<file path="src/rtl/unique_set_serializer.sv">
// Snapshots the tracker's unique-value list on change and streams its valid entries, one per beat.
// Latency: first beat valid 1 cycle after a change; backpressure: beat held while !ready_in, mid-frame changes coalesce into one pending snapshot.
module unique_set_serializer #(
  parameter int WIDTH = 8,
  parameter int NUM = 4,
  localparam int IW = $clog2(NUM)
) (
  input  logic                 clk_in,
  input  logic                 rst_in,
  input  logic [NUM*WIDTH-1:0] set_in,
  input  logic [NUM-1:0]       set_valid_in,
  output logic [WIDTH-1:0]     data_out,
  output logic [IW-1:0]        index_out,
  output logic                 valid_out,
  output logic                 last_out,
  input  logic                 ready_in,
  output logic                 busy_out,
  output logic [15:0]          drop_cnt_out
);

  typedef enum logic {IDLE, SEND} state_t;

  state_t state, state_nxt;

  logic [NUM*WIDTH-1:0] seen_set, pend_set, snap_set, load_set;
  logic [NUM-1:0]       seen_mask, pend_mask, snap_mask, load_mask;
  logic                 pending;
  logic [IW-1:0]        ptr;
  logic                 worthy, accept, last_c;
  logic                 load_en, load_pend, pend_wr, pend_clr, drop_inc;

  function automatic logic [IW-1:0] first_valid(input logic [NUM-1:0] m, input int start);
    logic [IW-1:0] r;
    r = '0;
    for (int k = NUM - 1; k >= 0; k--) begin
      if (k >= start && m[k]) r = IW'(k);
    end
    return r;
  endfunction

  always_comb begin
    last_c = 1'b1;
    for (int k = 0; k < NUM; k++) begin
      if (k > int'(ptr) && snap_mask[k]) last_c = 1'b0;
    end
  end

  assign worthy    = ({set_in, set_valid_in} != {seen_set, seen_mask}) && (set_valid_in != '0);
  assign valid_out = (state == SEND);
  assign busy_out  = (state == SEND);
  assign accept    = valid_out && ready_in;
  assign last_out  = valid_out && last_c;
  assign data_out  = snap_set[int'(ptr)*WIDTH +: WIDTH];
  assign index_out = ptr;

  // A new snapshot may load whenever idle or on the edge that retires the final beat,
  // so a pending snapshot follows its predecessor without a bubble.
  always_comb begin
    state_nxt = state;
    load_en   = 1'b0;
    load_pend = 1'b0;
    pend_wr   = 1'b0;
    pend_clr  = 1'b0;
    drop_inc  = 1'b0;
    if (state == IDLE || (accept && last_c)) begin
      state_nxt = IDLE;
      if (pending) begin
        load_en   = 1'b1;
        load_pend = 1'b1;
        state_nxt = SEND;
        pend_wr   = worthy;
        pend_clr  = !worthy;
      end else if (worthy) begin
        load_en   = 1'b1;
        state_nxt = SEND;
      end
    end else if (worthy) begin
      pend_wr  = 1'b1;
      drop_inc = pending;
    end
    load_set  = load_pend ? pend_set  : set_in;
    load_mask = load_pend ? pend_mask : set_valid_in;
  end

  always_ff @(posedge clk_in) begin
    if (rst_in) state <= IDLE;
    else        state <= state_nxt;
  end

  always_ff @(posedge clk_in) begin
    if (rst_in) begin
      seen_set     <= '0;
      seen_mask    <= '0;
      pend_set     <= '0;
      pend_mask    <= '0;
      pending      <= 1'b0;
      snap_set     <= '0;
      snap_mask    <= '0;
      ptr          <= '0;
      drop_cnt_out <= '0;
    end else begin
      seen_set  <= set_in;
      seen_mask <= set_valid_in;
      if (load_en) begin
        snap_set  <= load_set;
        snap_mask <= load_mask;
        ptr       <= first_valid(load_mask, 0);
      end else if (accept) begin
        ptr <= first_valid(snap_mask, int'(ptr) + 1);
      end
      if (pend_wr) begin
        pend_set  <= set_in;
        pend_mask <= set_valid_in;
        pending   <= 1'b1;
      end else if (pend_clr) begin
        pending <= 1'b0;
      end
      if (drop_inc && drop_cnt_out != 16'hFFFF) drop_cnt_out <= drop_cnt_out + 16'd1;
    end
  end

endmodule

</file>
<file path="config.mk">
export PLATFORM = sky130hd
export DESIGN_NAME = unique_set_serializer
export DESIGN_NICKNAME = d
export VERILOG_FILES = /design/src/rtl/unique_set_serializer.sv
export SDC_FILE = /design/constraint.sdc
export NUM_CORES = 1
export LEC_CHECK = 0
export ABC_AREA = 0
export BUFFER_PORTS_ARGS = -buffer_cell sky130_fd_sc_hd__buf_2
export CORE_ASPECT_RATIO = 2
export CORE_MARGIN = 2
export CORE_UTILIZATION = 45
export CTS_CLUSTER_SIZE = 20
export DETAILED_ROUTE_END_ITERATION = 6
export GPL_TIMING_DRIVEN = 0
export PLACE_DENSITY_LB_ADDON = 0.08
export SYNTH_ARGS = -nofsm -noshare
export SYNTH_HDL_FRONTEND = slang
export SYNTH_SLANG_ARGS = --single-unit
</file>
<file path="constraint.sdc">
create_clock -name clk_in -period 2.7 [get_ports clk_in]
set_input_delay 0.405 -clock clk_in [delete_from_list [all_inputs] [get_ports clk_in]]
set_output_delay 0.405 -clock clk_in [all_outputs]
set_load 0.01 [all_outputs]
</file>
==> metrics.md <==
| Metric | Value |
|---|---|
| Final Max Slew Viols | 0 |
| Leak | 2.866 nW |
| Initial Util | 45.57% |
| H-tree Lvls | 4 |
| WP data required | ~3 ns |
| IO Pins | 68 |
| Crit Path Category | reg2reg |
| Worst min-delay path class | in2reg |
| Hold Path Cell Cnt | 2 |
| Total negative slack | 0 ns |
| Initial antenna violation count | 0 |
| CP endpoint kind | register |
| I/O Buffers | 66 |
| Initial DRC count | 225 |
| Seq/Total Area, Yosys | 43.19% |
| Vias per cell | 5.770 |
| Nets | 737 |
| Cts bufs inserted | 17 |
| Number of enable flip-flop cells after synthesis | 0 |
| Post-route minimum period | 2.620 ns |
| Hold path start | set_in[22] |
| Worst Max-Slew Pin Slew | 1.027 ns |
| Die ar. | 14070 µm² |
| Detail Route Antenna Nets | 0 |
| Post-route DRC | 0 |
| RSZ-0062 raised after global routing | no |
| Prevailing post-synth register cell | dfxtp_1 |
| Maximum buffer depth of the clock tree | 2 |
| Layout cell share with drive strength beyond 1 | 27.46% |
| Mapped Area | approximately 5900 µm² |
| Crit path max fanout | 10 |
| Slew HR | 30.91% |
| Clock root buffer | clkbuf_16 |
| Synth Area per Inst | 9.666 µm² |
| R2R Setup Slk | about 0.080 ns |
| Area leader, netlist | dfxtp_1 |
| CTS Sinks | about 130 |
| Status | completed |
| Syn Nets | between 600 and 700 |
| Clk_lat worst skew | around 0.42 ns |
| Setup Skew | just under 0.01 ns |
| Die Wd | about 85 µm |
| Power Dens Cells | 824.3 nW/µm² |
| Maxcap violations | 0 |
| Hold Path Sink | seen_set[22] |
| Final Hold Fails | 0 |
| Worst R2R Start | seen_set[23] |
| Synth unique cells | 46 |
| DRT Wirelength | about 17000 µm |
| Synth top area cells | dfxtp_1, mux2_2, nor2b_1, xor2_1, a311oi_1 |
| Wirelength per Cell | 20.24 µm |
| Core Rows | 59 |
| Final setup vio count | 0 |
| Flops & latches, synth | 127 |
| Synth top cells by count | dfxtp_1, nor2b_1, a21oi_1, mux2_2, nand2_1 |
| CTS tree | yes |
| Crit start category | register |
| Total gr overflow | 0 |
| GP Congestion | 0.9496 |
| Peak VDD IR | 0.5477 mV |
| Dpl hpwl | about 13000 µm |
| Fmax | ~380 MHz |
| Post-layout util | 54.66% |
| Synth top area share | 43.19% |
| Reg2reg path depth | 8 |
| Vias in the first global route | approximately 5000 |
| Yosys warning total | 0 |
| Most common cell in the netlist | dfxtp_1 |
| Pin count of the biggest net entering global routing | 17 |
| Core area | 12920 µm² |
| Clk pin slew, worst setup/hold paths | 0.06 ns |
| First-pass GRT wire length | 27080 µm |
| DR pass1 iterations | 7 |
| Worst Path Arrival | 2.92 ns |
| All-layer global routing usage | between 20% and 30% |
| FF-to-FF End | pend_set[10] |
| Final antenna diode count | 0 |
| Crit path from | seen_set[23] |
| DIE HEIGHT | about 170 µm |
| Asr flop ratio synth | 0% |
| Gate Count Post-Synth | 609 |
| Pre-CTS setup slack | -0.4862 ns |
| Via count | about 5000 |
| Final WS setup | 0.07968 ns |
| Post-route clock period utilization | 97.05% |
| Syn-to-layout area delta | 19.96% |
-- how the worst max path moves through the flow --
stage	to	slack (ns)	cells past startpoint
finish	pend_set[10]	0.08	8
CTS	snap_set[23]	0.01	8
global placement	pend_set[21]	-0.54	9
floorplan	pend_set[10]	0.53	8
detailed placement	pend_set[10]	-0.49	9
global route	drop_cnt_out[0]	0.007	8
-- sequential cells by signal, indices dropped and copies added (netlist names) --
| signal | count |
|---|---|
| index_out | 2 |
| snap_set | 32 |
| seen_set | 32 |
| pending | 1 |
| busy_out | 1 |
| snap_mask | 3 |
| pend_mask | 4 |
| pend_set | 32 |
| seen_mask | 4 |
| drop_cnt_out | 16 |
-- timing repair --
item	CTS	global route
pin swaps	0	4
buffers inserted	0	3
resized for setup	6	8
hold buffers	0	0
gates cloned	0	0
setup endpoints to repair	59	60
-- cell usage in the layout (no fill, tap or decap), types with 3 or more instances in the layout --
cell type,count
a211oi_1,3
a21oi_1,44
a311oi_1,27
a311oi_2,7
buf_2,77
buf_4,7
buf_6,4
clkbuf_1,26
clkbuf_16,17
clkbuf_2,3
clkinv_4,3
clkinvlp_4,4
dfxtp_1,127
inv_1,7
inv_6,5
mux2_2,44
mux2i_1,8
mux4_2,8
nand2_1,42
nand2b_1,3
nand3_1,30
nand4_1,5
nor2_1,20
nor2b_1,78
nor3_1,7
nor4_1,11
nor4_2,5
o21ai_0,6
o31ai_1,7
or2_2,3
or4_1,8
xor2_1,36
-- cells by family (layout without fill, tap and decap cells) --
logic type               count (synthesis)  in the layout  share of synthesized area, %
AO/OA/AOI/OAI                          109            109                         13.54
XOR/XNOR                                36             36                         5.356
adder cells (fa/ha/maj)                  1              1                        0.2125
buffers and inverters                   55            156                         4.506
flip-flops                             127            127                         43.19
multiplexers                            60             60                         12.84
AND/OR/NAND/NOR                        221            221                         20.36
-- cell type report --
| class | instances | area, µm² |
|---|---|---|
| fillers | 1184 | 5857 |
| multi-input cells | 427 | 3124 |
| flip-flops and latches | 127 | 2542 |
| clock buffers | 19 | 452.9 |
| repair buffers | 69 | 352.8 |
| plain buffers | 48 | 242.7 |
| well taps | 152 | 190.2 |
| clock inverters | 13 | 130.1 |
| inverters | 7 | 26.28 |
-- worst max-delay path: stages, from the launching register on --
cell and delay (ns):
dfxtp_1 0.31, xor2_1 0.24, nor4_2 0.41, nand4_1 0.27
nor3_4 0.37, a211o_1 0.15, buf_4 0.22, buf_6 0.19
mux2_2 0.34
-- per-layer routing --
layer | up-vias | part of all wire [%] | global-route usage (%) | wire length (µm)
li1 | 2379 | - | - | -
met1 | 2398 | 38 | 26.18 | 6545
met2 | 149 | 53 | 45.29 | 9296
met3 | 48 | 3.9 | 5.915 | 681
met4 | 0 | 5.3 | 13.46 | 928
met5 | - | 0 | 0 | 0
-- metrics by stage --
stage / hold slack (ns) / cells / power (W) / cell area, µm²
5_1_grt: 0.2752 / 862 / 0.006059 / 7062
6_report: 0.2846 / 862 / 0.005821 / 7062
3_5_place_dp: 0.4923 / 827 / 0.003594 / 6407
2_1_floorplan: 0.4788 / 609 / 0.003147 / 5887
3_3_place_gp: 0.4785 / 827 / 0.003575 / 6407
4_1_cts: 0.2766 / 859 / 0.005837 / 7024
-- power breakdown --
part	switching [W]	internal [W]	leakage, nW
clock	0.000912	0.00133	0.274
sequential	0.000165	0.00211	1.05
combinational	0.000745	0.000555	1.54
(Power assumes the default switching activity.)
